<file path="src/rtl/snappy_pkg.sv">
// Shared constants, widths and state encoding for the Snappy token slicer and
// the parsers around it.
package snappy_pkg;

    // Largest literal slice, set by the 128-bit parser_lit data path.
    localparam int unsigned LIT_MAX = 16;
    // Largest copy slice, set by the 6-bit parser_copy length.
    localparam int unsigned CPY_MAX = 64;

    localparam int unsigned ADDR_W  = 16;
    localparam int unsigned LEN_W   = 16;
    localparam int unsigned DATA_W  = 128;
    // Slice byte count: 1..CPY_MAX fits in 7 bits.
    localparam int unsigned SLICE_W = 7;

    typedef enum logic [1:0] {
        IDLE = 2'd0,
        LIT  = 2'd1,
        CPY  = 2'd2
    } state_t;

endpackage

</file>
<file path="src/rtl/slice_len_calc.sv">
// Combinational slice sizer: len = min(rem+1, cap, off), plus a flag that this
// slice finishes the token. rem is the remaining byte count minus 1.
// Ports:
//   rem     remaining bytes minus 1
//   cap     per-slice byte cap (LIT_MAX or CPY_MAX)
//   off     copy offset; 0xFFFF for literals so it never limits
//   len     bytes in this slice (1..cap)
//   is_last this slice consumes everything that is left
module slice_len_calc
    import snappy_pkg::*;
(
    input  logic [LEN_W-1:0]   rem,
    input  logic [SLICE_W-1:0] cap,
    input  logic [LEN_W-1:0]   off,
    output logic [SLICE_W-1:0] len,
    output logic               is_last
);

    localparam int unsigned SW = LEN_W + 1;

    logic [SW-1:0] total;
    logic [SW-1:0] m_cap;
    logic [SW-1:0] m_off;

    // 17-bit compare so a 65536-byte remainder does not wrap to 0.
    always_comb begin
        total   = SW'(rem) + SW'(1);
        m_cap   = (total < SW'(cap)) ? total : SW'(cap);
        m_off   = (m_cap < SW'(off)) ? m_cap : SW'(off);
        len     = SLICE_W'(m_off);
        is_last = (m_off == total);
    end

endmodule

</file>
<file path="src/rtl/token_slicer.sv">
// Slices decoded Snappy tokens into parser_lit / parser_copy commands and
// tracks the running history-buffer address of each slice.
// Ports:
//   clk, rst               clock, asynchronous active-high reset
//   cmd_*                  token command handshake (literal or copy)
//   lit_data/valid/ready   128-bit literal beat handshake
//   stall                  downstream arbiter busy; no slice may issue
//   lit_out_*              literal slice to parser_lit (one-cycle strobe)
//   cpy_out_*              copy slice to parser_copy (one-cycle strobe)
//   err                    sticky: a copy with offset 0 was received
module token_slicer
    import snappy_pkg::*;
(
    input  logic                 clk,
    input  logic                 rst,
    input  logic                 cmd_valid,
    output logic                 cmd_ready,
    input  logic                 cmd_is_copy,
    input  logic [LEN_W-1:0]     cmd_length,
    input  logic [LEN_W-1:0]     cmd_offset,
    input  logic [ADDR_W-1:0]    cmd_address,
    input  logic [DATA_W-1:0]    lit_data,
    input  logic                 lit_valid,
    output logic                 lit_ready,
    input  logic                 stall,
    output logic [DATA_W-1:0]    lit_out_data,
    output logic [3:0]           lit_out_length,
    output logic [ADDR_W-1:0]    lit_out_address,
    output logic                 lit_out_valid,
    output logic [5:0]           cpy_out_length,
    output logic [ADDR_W-1:0]    cpy_out_address,
    output logic [LEN_W-1:0]     cpy_out_offset,
    output logic                 cpy_out_valid,
    output logic                 err
);

    state_t state;
    state_t state_nx;

    logic [LEN_W-1:0]   rem_q;
    logic [ADDR_W-1:0]  addr_q;
    logic [LEN_W-1:0]   off_q;

    logic               cmd_fire;
    logic               lit_fire;
    logic               cpy_issue;
    logic               off_zero;

    logic [SLICE_W-1:0] calc_cap;
    logic [LEN_W-1:0]   calc_off;
    logic [SLICE_W-1:0] slice_n;
    logic               slice_last;

    assign cmd_fire = cmd_valid & cmd_ready;
    assign lit_fire = lit_valid & lit_ready;
    assign off_zero = (cmd_offset == '0);

    // One sizer shared by both paths; literals are never offset-limited.
    always_comb begin
        calc_cap = SLICE_W'(CPY_MAX);
        calc_off = off_q;
        if (state == LIT) begin
            calc_cap = SLICE_W'(LIT_MAX);
            calc_off = '1;
        end
    end

    slice_len_calc u_calc (
        .rem     (rem_q),
        .cap     (calc_cap),
        .off     (calc_off),
        .len     (slice_n),
        .is_last (slice_last)
    );

    // State register.
    always_ff @(posedge clk or posedge rst) begin
        if (rst) begin
            state <= IDLE;
        end else begin
            state <= state_nx;
        end
    end

    // Next-state logic; a zero-offset copy is dropped and leaves us in IDLE.
    always_comb begin
        state_nx = state;
        case (state)
            IDLE: begin
                if (cmd_fire && !cmd_is_copy) begin
                    state_nx = LIT;
                end else if (cmd_fire && !off_zero) begin
                    state_nx = CPY;
                end
            end
            LIT: begin
                if (lit_fire && slice_last) begin
                    state_nx = IDLE;
                end
            end
            CPY: begin
                if (cpy_issue && slice_last) begin
                    state_nx = IDLE;
                end
            end
            default: state_nx = IDLE;
        endcase
    end

    // Handshake / issue controls, all gated by stall.
    always_comb begin
        cmd_ready = 1'b0;
        lit_ready = 1'b0;
        cpy_issue = 1'b0;
        case (state)
            IDLE:    cmd_ready = !stall && !rst;
            LIT:     lit_ready = !stall;
            CPY:     cpy_issue = !stall;
            default: ;
        endcase
    end

    // Token context and registered slice outputs.
    always_ff @(posedge clk or posedge rst) begin
        if (rst) begin
            rem_q           <= '0;
            addr_q          <= '0;
            off_q           <= '0;
            lit_out_data    <= '0;
            lit_out_length  <= '0;
            lit_out_address <= '0;
            lit_out_valid   <= 1'b0;
            cpy_out_length  <= '0;
            cpy_out_address <= '0;
            cpy_out_offset  <= '0;
            cpy_out_valid   <= 1'b0;
            err             <= 1'b0;
        end else begin
            lit_out_valid <= 1'b0;
            cpy_out_valid <= 1'b0;

            if (cmd_fire) begin
                if (cmd_is_copy && off_zero) begin
                    err <= 1'b1;
                end else begin
                    rem_q  <= cmd_length;
                    addr_q <= cmd_address;
                    off_q  <= cmd_offset;
                end
            end

            if (lit_fire) begin
                lit_out_valid   <= 1'b1;
                lit_out_data    <= lit_data;
                lit_out_length  <= 4'(slice_n - SLICE_W'(1));
                lit_out_address <= addr_q;
                addr_q          <= addr_q + ADDR_W'(slice_n);
                rem_q           <= rem_q - LEN_W'(slice_n);
            end

            if (cpy_issue) begin
                cpy_out_valid   <= 1'b1;
                cpy_out_length  <= 6'(slice_n - SLICE_W'(1));
                cpy_out_address <= addr_q;
                cpy_out_offset  <= off_q;
                addr_q          <= addr_q + ADDR_W'(slice_n);
                rem_q           <= rem_q - LEN_W'(slice_n);
            end
        end
    end

endmodule

</file>
<file path="config.mk">
export PLATFORM = sky130hd
export DESIGN_NAME = token_slicer
export DESIGN_NICKNAME = d
export VERILOG_FILES = /design/src/rtl/snappy_pkg.sv /design/src/rtl/slice_len_calc.sv /design/src/rtl/token_slicer.sv
export SDC_FILE = /design/constraint.sdc
export NUM_CORES = 1
export LEC_CHECK = 0
export CAP_MARGIN = 20
export CELL_PAD_IN_SITES_DETAIL_PLACEMENT = 1
export CELL_PAD_IN_SITES_GLOBAL_PLACEMENT = 2
export CORE_MARGIN = 2
export CORE_UTILIZATION = 24
export CTS_CLUSTER_SIZE = 10
export DETAILED_ROUTE_END_ITERATION = 10
export HOLD_SLACK_MARGIN = 0.05
export PLACE_DENSITY = 0.77
export SLEW_MARGIN = 20
export SYNTH_ARGS = -nofsm -noshare
export SYNTH_HDL_FRONTEND = slang
export SYNTH_SLANG_ARGS = --single-unit
export TNS_END_PERCENT = 50
</file>
<file path="constraint.sdc">
create_clock -name clk -period 7.4 [get_ports clk]
set_input_delay 1.11 -clock clk [delete_from_list [all_inputs] [get_ports clk]]
set_output_delay 1.11 -clock clk [all_outputs]
set_load 0.01 [all_outputs]
</file>
==> out/metrics.sh <==
DIE-AREA_SQ_MM=0.04986
OVERALL_TRACK_DEMAND_OVER_CAPACITY_IN_GLOBAL_ROUTING_PCT=18.14
CTSROOTBUFFERMASTER='sky130_fd_sc_hd__clkbuf_16'
WORST_EP_REQUIRED_TIME_NS=7.84
CTS.PATH.MAX_BUFFERS=3
YS_TYPES=79
FINALSETUPVIOLCOUNT=0
IO_BUFFER_COUNT=372
DIE-WIDTH_UM=223.3
SYNTH_AREA_LEADERS='sky130_fd_sc_hd__dfrtp_1, sky130_fd_sc_hd__nand2_1, sky130_fd_sc_hd__ha_1'
WORST-R2R-CELL-COUNT=26
INITIALDRTVIOLATIONCOUNT=562
POST-SYNTH-TOP-COUNT-CELL='sky130_fd_sc_hd__nand2_1'
POWER_FRAC_SEQ_PCT=31.0
CTSHTREEMAXLEVEL=1
WHS_PATH_DEPTH=2
GRT_MAX_DEGREE=86
ROUTE.ANTENNA.REMAINING_NETS=0
SHARE_COMB_OF_TOTAL_POWER_PCT=51.0
SLEW_HEADROOM_PCT=34.45
CP_MAX_FO=16
GRT_ANTENNA_BEFORE_REPAIR=2
LAYOUT-DRIVE-GT1-SHARE_PCT=5.374
CLOCK_LATENCY_NS=0.57
FIN_NETS=1941
CTS_SINKS=239
DRT-VIAS-PER-INSTANCE=4.618
CATEGORY_OF_THE_WORST_SETUP_PATH_LAUNCH_POINT='flip-flop'
GP_CONGESTION=0.8232
SLOWEST_STAGE='sky130_fd_sc_hd__or3_4'
SYN_AREA_SQ_MM=0.01154
PLACE_INST=2311
WORST_CLOCK_SKEW_NS=0.01218
IO_PINS=373
INTERNAL_POWER_mW=4.629
RSZ0062_AT_GRT='false'
AREA_USED_BY_SEQUENTIAL_LOGIC_IN_THE_LAYOUT_SQ_MM=0.005983
WORSTPATHBUFFERINVERTERCOUNT=1
TIMING_MAX_TRANSITION_VIOLATIONS_FINAL=0
PLACEMENT_ROWS=80
MIN_PATH_TYPE='flip-flop to flip-flop'
NETSWITCHINGPOWER_mW=3.309
WHS_ENDPOINT='lit_out_data[116]$_DFFE_PP0P_'
POST-ROUTE-WORST-SETUP-SLACK_NS=0.5974
REGISTER_TO_REGISTER_SETUP_SLACK_NS=0.60
DP.FINAL_HPWL_UM=34250
CTS.REPORTEDPATHS.CLKPINSLEW_NS=0.06
YS_TOP_CELLS_BY_COUNT='sky130_fd_sc_hd__nand2_1, sky130_fd_sc_hd__dfrtp_1, sky130_fd_sc_hd__nor2_1, sky130_fd_sc_hd__clkbuf_1, sky130_fd_sc_hd__o21ai_0'
SLOWEST_DELAY_NS=0.50
TOTALPOWERFINAL_mW=7.938
FIN_SETUP_TNS_NS=0
CTS-BUFFERS-INSERTED=31
YS_FF_LATCH=239
R2R_END='addr_q[9]$_DFFE_PP0P_'
AVGSYNTHCELLAREA_SQ_UM=8.375
WORST-SLEW-PIN-TRANSITION_NS=0.9833
POWER-PER-CELL-AREA_mW_PER_MM2=470.3
R2R-START='rem_q[1]$_DFFE_PP0P_'
SYNTH.TOP_CELL.AREA_SHARE_PCT=51.82
CRITICAL_PATH_CLASS='flip-flop to flip-flop'
YOSYS_WARNINGS=0
POWER.SWITCHING_FRACTION_PCT=41.69
GRT_REMAINING_OVERFLOW=0
CORE-AREA_SQ_MM=0.04765
TRITONCTS='built'
LEAKAGEPOWER_nW=7.771
MOST_FREQUENTLY_USED_FLOP_MASTER_AFTER_SYNTHESIS='sky130_fd_sc_hd__dfrtp_1'
FILLERS=5605
CRITICAL_PATH.MOST_COMMON_CELL='sky130_fd_sc_hd__ha_1'
CRITICAL_PATH.TOP_DELAY_FAMILY='compound AO/OA/AOI/OAI gates'
WORST_IR_DROP_VDD_mV=0.1808
PRE_CTS_WS_NS=0.3578
DRT-WIRELENGTH-PER-CELL_UM=19.55
CLOCKPOWERSHARE_PCT=17.9
VIAS_IN_THE_FIRST_GLOBAL_ROUTE=11541
HP-START='lit_out_data[116]$_DFFE_PP0P_'
STATUS='complete, no violations'
COUNT_OF_ENDPOINTS_FAILING_HOLD_IN_THE_FINAL_TIMING_REPORT=0
PERIOD_NEEDED_NS=6.803
DRT_WL_TOTAL_UM=46220
MAX_FREQ_MHz=147.0
GRT_FIRST_PASS_WIRELENGTH_UM=70570
FINALINSTANCEAREA_SQ_MM=0.01688
START_UTIL_PCT=24.22
NETLIST.TOP_CELL.BY_AREA='sky130_fd_sc_hd__dfrtp_1'
MULTI_INPUT_GATE_AREA_SQ_MM=0.005223
POST-ROUTE-PERIOD-UTIL_PCT=91.93
SYNTH-SEQ-AREA-SHARE_PCT=51.82
SETUP.WORST_PATH.END_CLASS='flip-flop'
POST_ROUTE_NON_FILLER_STANDARD_CELL_COUNT=2364
AREAGROWTHSYNTHTOFINISH_PCT=46.25
PLACEMENT.CELL_AREA_SQ_MM=0.01589
ROUTED-VIA-COUNT=10918
MAXCAPVIOLATIONS=0
DRC_ERRORS_LEFT=0
ASYNC_FLOP_SHARE_PCT=100.0
FIRSTDRTPASSITERS=4
NUM_ANTENNA_CELLS=0
NUMBER_OF_FLOPS_MAPPED_TO_ENABLE_CELLS_BY_YOSYS=0
CP.ARRIVAL_NS=7.25
SYN_INST=1378
FLOORPLAN.DIE.HEIGHT_UM=223.3
## cells by family after synthesis
group	share of synthesized area, %
xor gates and xnor gates	2.732
adders and majority gates	3.686
muxes	0.2602
buffers and inverters	3.491
AOI/OAI and AO/OA	10.14
and+or+nand+nor	27.84
other	0.03249
DFF	51.82
## timing repair
| action | 4_1_cts | 5_1_grt |
|---|---|---|
| hold buffers | 0 | 0 |
| buffers inserted | 0 | 0 |
| endpoints found under the setup margin | 0 | 14 |
| gates resized for setup | 0 | 6 |
## power groups by stage
stage | Clock [mW] | Combinational [mW] | Sequential [mW]
after global routing | 1.53 | 4.48 | 2.57
after global placement | 0 | 4.01 | 2.45
final | 1.42 | 4.05 | 2.46
after floorplan | 0 | 2.01 | 2.53
after detailed placement | 0 | 4.08 | 2.48
after CTS | 1.48 | 4.10 | 2.47
## per-stage QoR
stage	hold slack (ns)	util [%]
3_3_place_gp	0.4575	33.36
4_1_cts	0.4773	35.34
6_report	0.4730	35.43
2_1_floorplan	0.4498	-
5_1_grt	0.4967	35.43
3_5_place_dp	0.4628	33.36
## tightest hold or removal path, stage by stage (launching register included)
cell and delay, ns:
sky130_fd_sc_hd__dfrtp_1 0.34, sky130_fd_sc_hd__nand2_1 0.05, sky130_fd_sc_hd__nand2_1 0.05
## metal layers
| layer | part of all wire, % | vias up | global-route usage [%] |
|---|---|---|---|
| met1 | 46 | 5393 | 24.49 |
| met3 | 5.3 | 63 | 3.819 |
| met5 | 0.056 | - | 0 |
| li1 | - | 5206 | - |
| met4 | 2.4 | 4 | 4.538 |
| met2 | 47 | 252 | 29.65 |
## placed cells by master (no fill, tap or decap), drive strengths merged, types with 7 or more instances in the layout
cell type,count
a211oi,7
a21oi,26
a22oi,7
a31oi,8
buf,14
clkbuf,47
clkdlybuf4s50,372
conb,9
dfrtp,239
ha,29
inv,23
nand2,628
nand3,16
nand4,8
nor2,74
nor3,20
nor4,12
o21ai,57
o22ai,7
xnor2,27
xor2,9
## flip-flops by register name, summed over array words and instances, names as in the netlist
signal,count
off_q,16
cpy_out_address,16
addr_q,16
lit_out_length,4
lit_out_data,128
state,2
lit_out_valid,1
cpy_out_valid,1
cpy_out_offset,16
rem_q,16
lit_out_address,16
cpy_out_length,6
err,1
## how the worst max path moves through the flow
stage / start / end / slack, ns / depth (start not counted)
after global placement: rem_q[1]$_DFFE_PP0P_ / addr_q[8]$_DFFE_PP0P_ / 0.63 / 28
after CTS: rem_q[1]$_DFFE_PP0P_ / addr_q[13]$_DFFE_PP0P_ / 0.33 / 28
final: rem_q[1]$_DFFE_PP0P_ / addr_q[9]$_DFFE_PP0P_ / 0.60 / 26
after global routing: rem_q[0]$_DFFE_PP0P_ / addr_q[9]$_DFFE_PP0P_ / 0.09 / 26
after detailed placement: rem_q[1]$_DFFE_PP0P_ / addr_q[11]$_DFFE_PP0P_ / 0.36 / 28
after floorplan: state[1]$_DFFE_PP0P_ / addr_q[9]$_DFFE_PP0P_ / 1.25 / 29
## final cells by class
| type | instances | area share (%) |
|---|---|---|
| Inverter | 26 | 0.6301 |
| Clock buffer | 47 | 5.426 |
| Clock inverter | 5 | 0.1631 |
| Tap cell | 615 | 4.559 |
| Sequential cell | 239 | 35.45 |
| Timing Repair Buffer | 386 | 22.83 |
| Multi-Input combinational cell | 1046 | 30.94 |
No activity file was read; power rests on OpenSTA's default activity.
